$ cat src/rtl/soc_bus_pkg.sv
// rtl/soc_bus_pkg.sv - shared encodings and defaults for the CPU bus router
package soc_bus_pkg;

    typedef enum logic [1:0] {
        ST_IDLE = 2'd0,
        ST_WAIT = 2'd1,
        ST_RESP = 2'd2,
        ST_ERR  = 2'd3
    } bus_state_t;

    typedef enum logic [1:0] {
        TGT_IMEM  = 2'd0,
        TGT_DMEM  = 2'd1,
        TGT_ASCON = 2'd2
    } bus_target_t;

    localparam int TIMEOUT_CYCLES_DEFAULT = 255;
    localparam int TIMEOUT_CTR_W          = 16;

    // Selects are one-hot; priority only matters if the decoder misbehaves.
    function automatic bus_target_t encode_target(input logic sel_dmem, input logic sel_ascon);
        if (sel_ascon) begin
            return TGT_ASCON;
        end
        if (sel_dmem) begin
            return TGT_DMEM;
        end
        return TGT_IMEM;
    endfunction

endpackage

$ cat src/rtl/bus_timeout_ctr.sv
// rtl/bus_timeout_ctr.sv - WAIT-cycle counter flagging the limit-th cycle without ack
module bus_timeout_ctr #(
    parameter int W = 16
) (
    input  logic         clk,
    input  logic         rst,
    input  logic         clear,
    input  logic         enable,
    input  logic [W-1:0] limit,
    output logic         expired
);

    logic [W-1:0] count;

    always_ff @(posedge clk or posedge rst) begin
        if (rst) begin
            count <= '0;
        end else if (clear) begin
            count <= '0;
        end else if (enable && !expired) begin
            count <= count + 1'b1;
        end
    end

    // count holds the number of already-elapsed ack-less cycles
    assign expired = enable && (count == limit - W'(1));

endmodule

$ cat src/rtl/cpu_bus_router.sv
// rtl/cpu_bus_router.sv - CPU to IMEM/DMEM/ASCON router; optional BUS_TIMEOUT_EN aborts hung slaves
module cpu_bus_router
    import soc_bus_pkg::*;
#(
    parameter int ADDR_W         = 32,
    parameter int DATA_W         = 32,
    parameter int TIMEOUT_CYCLES = TIMEOUT_CYCLES_DEFAULT
) (
    input  logic              clk,
    input  logic              rst,
    input  logic              cpu_req,
    input  logic              cpu_we,
    input  logic [ADDR_W-1:0] cpu_addr,
    input  logic [DATA_W-1:0] cpu_wdata,
    input  logic [3:0]        cpu_wstrb,
    input  logic              sel_imem,
    input  logic              sel_dmem,
    input  logic              sel_ascon,
    input  logic              sel_invalid,
    output logic              cpu_ready,
    output logic [DATA_W-1:0] cpu_rdata,
    output logic              cpu_err,
    output logic [ADDR_W-1:0] m_addr,
    output logic [DATA_W-1:0] m_wdata,
    output logic [3:0]        m_wstrb,
    output logic              m_we,
    output logic              imem_req,
    output logic              dmem_req,
    output logic              ascon_req,
    input  logic              imem_ack,
    input  logic              dmem_ack,
    input  logic              ascon_ack,
    input  logic [DATA_W-1:0] imem_rdata,
    input  logic [DATA_W-1:0] dmem_rdata,
    input  logic [DATA_W-1:0] ascon_rdata,
    output logic [7:0]        err_count,
    output logic [ADDR_W-1:0] err_addr
);

    if (TIMEOUT_CYCLES < 1) begin : g_timeout_check
        $error("cpu_bus_router: TIMEOUT_CYCLES must be at least 1");
    end

    bus_state_t        state;
    bus_state_t        state_nxt;
    bus_target_t       target;
    logic [DATA_W-1:0] rdata_q;
    logic              tgt_ack;
    logic [DATA_W-1:0] tgt_rdata;
    logic              sel_valid;
    logic              timeout;

    assign sel_valid = !sel_invalid && (sel_imem || sel_dmem || sel_ascon);

    always_comb begin
        tgt_ack   = 1'b0;
        tgt_rdata = '0;
        case (target)
            TGT_IMEM:  begin tgt_ack = imem_ack;  tgt_rdata = imem_rdata;  end
            TGT_DMEM:  begin tgt_ack = dmem_ack;  tgt_rdata = dmem_rdata;  end
            TGT_ASCON: begin tgt_ack = ascon_ack; tgt_rdata = ascon_rdata; end
            default:   ;
        endcase
    end

`ifdef BUS_TIMEOUT_EN
    bus_timeout_ctr #(
        .W(TIMEOUT_CTR_W)
    ) u_timeout_ctr (
        .clk     (clk),
        .rst     (rst),
        .clear   (state != ST_WAIT),
        .enable  ((state == ST_WAIT) && !tgt_ack),
        .limit   (TIMEOUT_CTR_W'(TIMEOUT_CYCLES)),
        .expired (timeout)
    );
`else
    assign timeout = 1'b0;
`endif

    always_comb begin
        state_nxt = state;
        case (state)
            ST_IDLE: begin
                if (cpu_req) begin
                    state_nxt = sel_valid ? ST_WAIT : ST_ERR;
                end
            end
            ST_WAIT: begin
                // a same-cycle ack beats the timeout
                if (tgt_ack) begin
                    state_nxt = ST_RESP;
                end else if (timeout) begin
                    state_nxt = ST_ERR;
                end
            end
            ST_RESP: state_nxt = ST_IDLE;
            ST_ERR:  state_nxt = ST_IDLE;
            default: state_nxt = ST_IDLE;
        endcase
    end

    always_ff @(posedge clk or posedge rst) begin
        if (rst) begin
            state     <= ST_IDLE;
            target    <= TGT_IMEM;
            m_addr    <= '0;
            m_wdata   <= '0;
            m_wstrb   <= '0;
            m_we      <= 1'b0;
            rdata_q   <= '0;
            err_count <= '0;
            err_addr  <= '0;
        end else begin
            state <= state_nxt;
            if (state == ST_IDLE && state_nxt == ST_WAIT) begin
                m_addr  <= cpu_addr;
                m_wdata <= cpu_wdata;
                m_wstrb <= cpu_wstrb;
                m_we    <= cpu_we;
                target  <= encode_target(sel_dmem, sel_ascon);
            end
            if (state == ST_WAIT && tgt_ack) begin
                rdata_q <= tgt_rdata;
            end
            if (state_nxt == ST_ERR) begin
                err_addr <= (state == ST_IDLE) ? cpu_addr : m_addr;
                if (err_count != 8'hFF) begin
                    err_count <= err_count + 8'd1;
                end
            end
        end
    end

    assign cpu_ready = (state == ST_RESP) || (state == ST_ERR);
    assign cpu_err   = (state == ST_ERR);
    assign cpu_rdata = (state == ST_RESP) ? rdata_q : '0;
    assign imem_req  = (state == ST_WAIT) && (target == TGT_IMEM);
    assign dmem_req  = (state == ST_WAIT) && (target == TGT_DMEM);
    assign ascon_req = (state == ST_WAIT) && (target == TGT_ASCON);

endmodule
$ cat config.mk
export PLATFORM = sky130hd
export DESIGN_NAME = cpu_bus_router
export DESIGN_NICKNAME = d
export VERILOG_FILES = /design/src/rtl/soc_bus_pkg.sv /design/src/rtl/bus_timeout_ctr.sv /design/src/rtl/cpu_bus_router.sv
export SDC_FILE = /design/constraint.sdc
export NUM_CORES = 1
export LEC_CHECK = 0
export ABC_AREA = 1
export BUFFER_PORTS_ARGS = -buffer_cell sky130_fd_sc_hd__clkbuf_2
export CAP_MARGIN = 10
export CORE_ASPECT_RATIO = 0.5
export CORE_UTILIZATION = 52
export CTS_CLUSTER_DIAMETER = 200
export DETAILED_ROUTE_END_ITERATION = 16
export PLACE_DENSITY = 0.93
export SLEW_MARGIN = 25
export SYNTH_ARGS = -nofsm -noshare
export SYNTH_HDL_FRONTEND = slang
export SYNTH_SLANG_ARGS = --single-unit
$ cat constraint.sdc
create_clock -name clk -period 10.18 [get_ports clk]
set_clock_uncertainty 0.2 [all_clocks]
set_input_delay 1.018 -clock clk [delete_from_list [all_inputs] [get_ports clk]]
set_output_delay 1.018 -clock clk [all_outputs]
set_load 0.01 [all_outputs]
# Word-level counts from Yosys, hierarchy flattened
# Cells that the tools add are included.
[word_totals]
ff_bits = 145
in_bits = 175
out_inout_bits = 146
[classes]
n_addsub = 1
n_eq_ne = 8
muxes = 17
reduce_logical = 14
[op_table]
columns = ["cell", "count"]
rows = [
  ["$pmux 32 s3", 1],
  ["$mux 32", 2],
  ["$mux 2", 7],
  ["$add 8x1->8 const B", 1],
  ["$eq 2x2->1 const B", 4],
  ["$ne 8x8->1 const B", 1],
  ["$eq 2x1->1 const B", 3],
  ["$logic_and 1x1->1", 6],
  ["$pmux 2 s3", 1],
  ["$mux 1", 5],
  ["$logic_not 2->1", 2],
  ["$logic_or 1x1->1", 3],
  ["$pmux 1 s3", 1],
  ["$reduce_and 2->1", 1],
  ["$reduce_or 2->1", 1],
  ["$logic_not 1->1", 1],
]

# Depth between registers and ports, before layout
[depth]
ltp_word = 13
ltp_mapped = 9

# Least setup slack after synthesis
# Ideal clock, no wire load.
[synth_timing]
kind = "reg2out"
from = "register state[0]"
to = "output ascon_req"
t_arrival_ns = 1.084
required_ns = 8.962
slack_ns = 7.878
stages_incl_launch_ff = 5
path_cell_list = "dfrtp_1 inv_1 nor2_2 inv_1 nor3_1"
[synth_between]
elab_chain_len = 2
[synth_lines]
columns = ["item", "line_no", "source"]
rows = [
  ["from (decl)", "cpu_bus_router.sv:44", "bus_state_t state;"],
  ["from (signal assigned)", "cpu_bus_router.sv:115", "state <= state_nxt;"],
  ["$eq 2x1->1", "cpu_bus_router.sv:140", "assign ascon_req = (state == ST_WAIT) && (target == TGT_ASCON);"],
  ["$logic_and 1x1->1", "cpu_bus_router.sv:140", ""],
  ["to (decl)", "cpu_bus_router.sv:29", "output logic ascon_req,"],
]
# Every way passes these cells.

# Worst setup path in the final report
[layout_timing]
from = "register state[1]"
to = "register m_addr[29]"
[layout_between]
elab_chain_len = 5
word_cells_on_any_way = 10
classes_between = "eq/ne: 4; mux: 3; reduce/logical: 3"
[layout_lines]
columns = ["item", "line_no", "source"]
rows = [
  ["$eq 2x2->1", "cpu_bus_router.sv:83", "case (state)"],
  ["$reduce_or 2->1 (no line)", "--", ""],
  ["$pmux 2 s3", "cpu_bus_router.sv:83", ""],
  ["$eq 2x1->1", "cpu_bus_router.sv:116", "if (state == ST_IDLE && state_nxt == ST_WAIT) begin"],
  ["$logic_and 1x1->1 *", "cpu_bus_router.sv:116", ""],
  ["to (signal assigned)", "cpu_bus_router.sv:117", "m_addr <= cpu_addr;"],
  ["to (decl)", "cpu_bus_router.sv:23", "output logic [ADDR_W-1:0] m_addr,"],
]
# Every way passes the cells marked *; elsewhere a longest branch is shown, timed or not.
# A chain may end at the register's enable or synchronous reset.

==> flow_metrics.env <==
export IMPL_grt_overflow=0
export IMPL_cts_inserted_buffers=17
export IMPL_cp_common_cell="nand2_1"
export IMPL_cpPeakStageDelay_ns=0.74
export IMPL_period_share=0.3517
export IMPL_cts_sinks=145
export IMPL_cts_buffer_depth=2
export IMPL_setup_worst_path_class="flip-flop to flip-flop"
export IMPL_relSlewSlack=0.4486
export IMPL_synth_fp_nets=1179
export IMPL_grt_setup_unrepaired="false"
export IMPL_drv_slew=0
export IMPL_finalHoldViolations=0
export IMPL_vdd_drop_max_v=0.0002100
export IMPL_hp_class="flip-flop to flip-flop"
export IMPL_tns_ns=0
export IMPL_cts_repair_resized=0
export IMPL_cp_arrival_ns=3.66
export IMPL_synth_area_leader_cell="dfrtp_1"
export IMPL_synth_xor_area_frac=0.003600
export IMPL_fin_crit_ns=3.580
export IMPL_path_clk_slew_ns=0.06
export IMPL_drt_wirelength_per_cell_um=14.81
export IMPL_die_w_um=169.6
export IMPL_synth_compound_area_frac=0.02400
export IMPL_r2r_slack_ns=6.60
export IMPL_cts_root_buf="clkbuf_16"
export IMPL_path_cells="nor2_4, nand2_2, inv_2, buf_4, nand2_4, nand2_1, nand2_1"
export IMPL_cp_top_family="simple AND/OR/NAND/NOR gates"
export IMPL_routed_via_count=7904
export IMPL_area_delta_synth_final_pct=30.46
export IMPL_cp_slowest_cell="nor2_4"
export IMPL_gp_congestion=0.8862
export IMPL_yosysUniqueCellTypes=21
export IMPL_run_status="complete, no violations"
export IMPL_rows=30
export IMPL_yosysWarnings=0
export IMPL_placedCellCount=1457
export IMPL_start_util=0.5357
export IMPL_synth_area_um2=7300
export IMPL_synthSimpleGateAreaFrac=0.4023
export IMPL_synth_mux_area_frac=0
export IMPL_postCtsSetupBuffers=0
export IMPL_grt_pass1_vias=7163
export IMPL_core_area_um2=13630
export IMPL_syn_area_per_cell_um2=7.278
export IMPL_synth_cells=1003
export IMPL_instances_no_fill=1490
export IMPL_grt_usage=0.3043
export IMPL_critical_path_buf_inv_count=2
export IMPL_seq_area_frac_synth=0.4971
export IMPL_grt_max_degree=86
export IMPL_final_area_um2=9523
export IMPL_yosys_top_cells_area="dfrtp_1 50%, nand2_1 23%, nand3_1 14%"
export IMPL_dp_hpwl_um=15010
export IMPL_die_area_um2=14540
export IMPL_cp_end_kind="flip-flop"
export IMPL_post_dp_cell_area_um2=8895
export IMPL_drt_vias_per_instance=5.305
export IMPL_cp_max_fo=73
export IMPL_worst_hold_slack_ns=0.2719
export IMPL_cts_tree="built"
export IMPL_fmax_ghz=0.2793
export IMPL_ctsHoldBuffers=0
export IMPL_drc=0
export IMPL_worst_slew_pin_slew_ns=0.8251
export IMPL_insertion_delay_ns=0.41
export IMPL_grt_pass1_wl_um=34870
export IMPL_wirelength_um=22060
export IMPL_synth_seq_cells=145
export IMPL_htreeDepth=4
export IMPL_cp_required_ns=10.26
export IMPL_setup_viol_count_final=0
export IMPL_pin_count=321
export IMPL_grt_antenna_before_repair=1
export IMPL_first_pass_iters=5
export IMPL_ant_nets=0
export IMPL_crit_path_start_kind="flip-flop"
export IMPL_drive_above_1_share=0.2914
export IMPL_die_y_um=85.78
export IMPL_drtIter0Drc=750
export IMPL_finalNetCount=1460
export IMPL_synthAdderAreaFrac=0.001714
export IMPL_synth_top_area_frac=0.4971
export IMPL_max_cap_violations=0
export IMPL_synth_top_family_by_area="simple AND/OR/NAND/NOR gates"
export IMPL_p_leak_nw=5.607
export IMPL_port_buffers=320
export IMPL_p_per_area_nw_per_um2=318.1
cell type report:
| cell class | instances | area (µm²) |
|---|---|---|
| fill | 1094 | 4103 |
| sequential | 145 | 3630 |
| multi-input combinational | 740 | 3156 |
| timing repair buffer | 331 | 1684 |
| clock buffer | 20 | 466.7 |
| tap | 192 | 240.2 |
| inverter | 49 | 188.9 |
| clock inverter | 12 | 155.1 |
| antenna | 1 | 2.502 |
Yosys cell counts (all sizes together):
library cell,count
dfrtp,145
buf,51
o21ai,35
clkbuf,18
nor3,3
nor2,44
xnor2,2
xor2,1
nand2,447
ha,1
inv,49
nand3,207
tightest hold or removal path: stages (launching register included):
cell and delay (ns):
dfrtp_1 0.34, nand2_1 0.05, nand2_1 0.04
layer usage:
metal	track usage	wire, µm	vias to the layer above
li1	-	-	3736
met1	0.3743	8649	3673
met2	0.5238	11000	417
met3	0.05399	1502	78
met4	0.1540	909	0
met5	0	0	-
sequential cells by signal (all words and copies together), names as in the netlist:
name	count
err_count	8
m_addr	32
state	2
target	2
err_addr	32
rdata_q	32
m_wdata	32
m_wstrb	4
m_we	1
through the flow:
step / worst slack (ns) / power (W) / util
2_1_floorplan: 5.067 / 0.001887 / -
3_3_place_gp: 6.541 / 0.002303 / 0.6528
3_5_place_dp: 6.425 / 0.002364 / 0.6528
4_1_cts: 6.028 / 0.003025 / 0.6984
5_1_grt: 6.364 / 0.003238 / 0.6989
6_report: 6.600 / 0.003030 / 0.6989
cells in the final DEF, fill, tap and decap left out, drive strengths merged:
cell | synthesis | final
clkinvlp | 0 | 5
diode | 0 | 1
nor3 | 3 | 3
nor2 | 44 | 44
inv | 49 | 51
xor2 | 1 | 1
bufinv | 0 | 3
clkinv | 0 | 2
ha | 1 | 1
clkbuf | 18 | 340
buf | 51 | 11
dfrtp | 145 | 145
nand2 | 447 | 447
xnor2 | 2 | 2
nand3 | 207 | 207
o21ai | 35 | 35
final timing paths:
kind | start | end | depth (start not counted)
setup / recovery | state[1] | m_addr[29] | 7
hold / removal | m_wdata[22] | m_wdata[22] | 2
setup reg to reg | state[1] | m_addr[29] | 7
hold reg to reg | m_wdata[22] | m_wdata[22] | 2
max in group asynchronous | rst | state[1] | 3
min in group asynchronous | rst | rdata_q[15] | 2
power by group:
| part | internal [W] | switching [W] | leakage [nW] |
|---|---|---|---|
| combinational | 0.000454 | 0.000894 | 3.49 |
| clock | 0.000406 | 0.000248 | 0.291 |
| sequential | 0.000836 | 0.000191 | 1.83 |
| total | 0.00170 | 0.00133 | 5.61 |
cell families after synthesis:
family,after synthesis
compound gates,35
xor+xnor,3
fa+ha+maj,1
buf+inv,118
flops,145
simple gates,701
No activity file was read; power rests on OpenSTA's default activity.
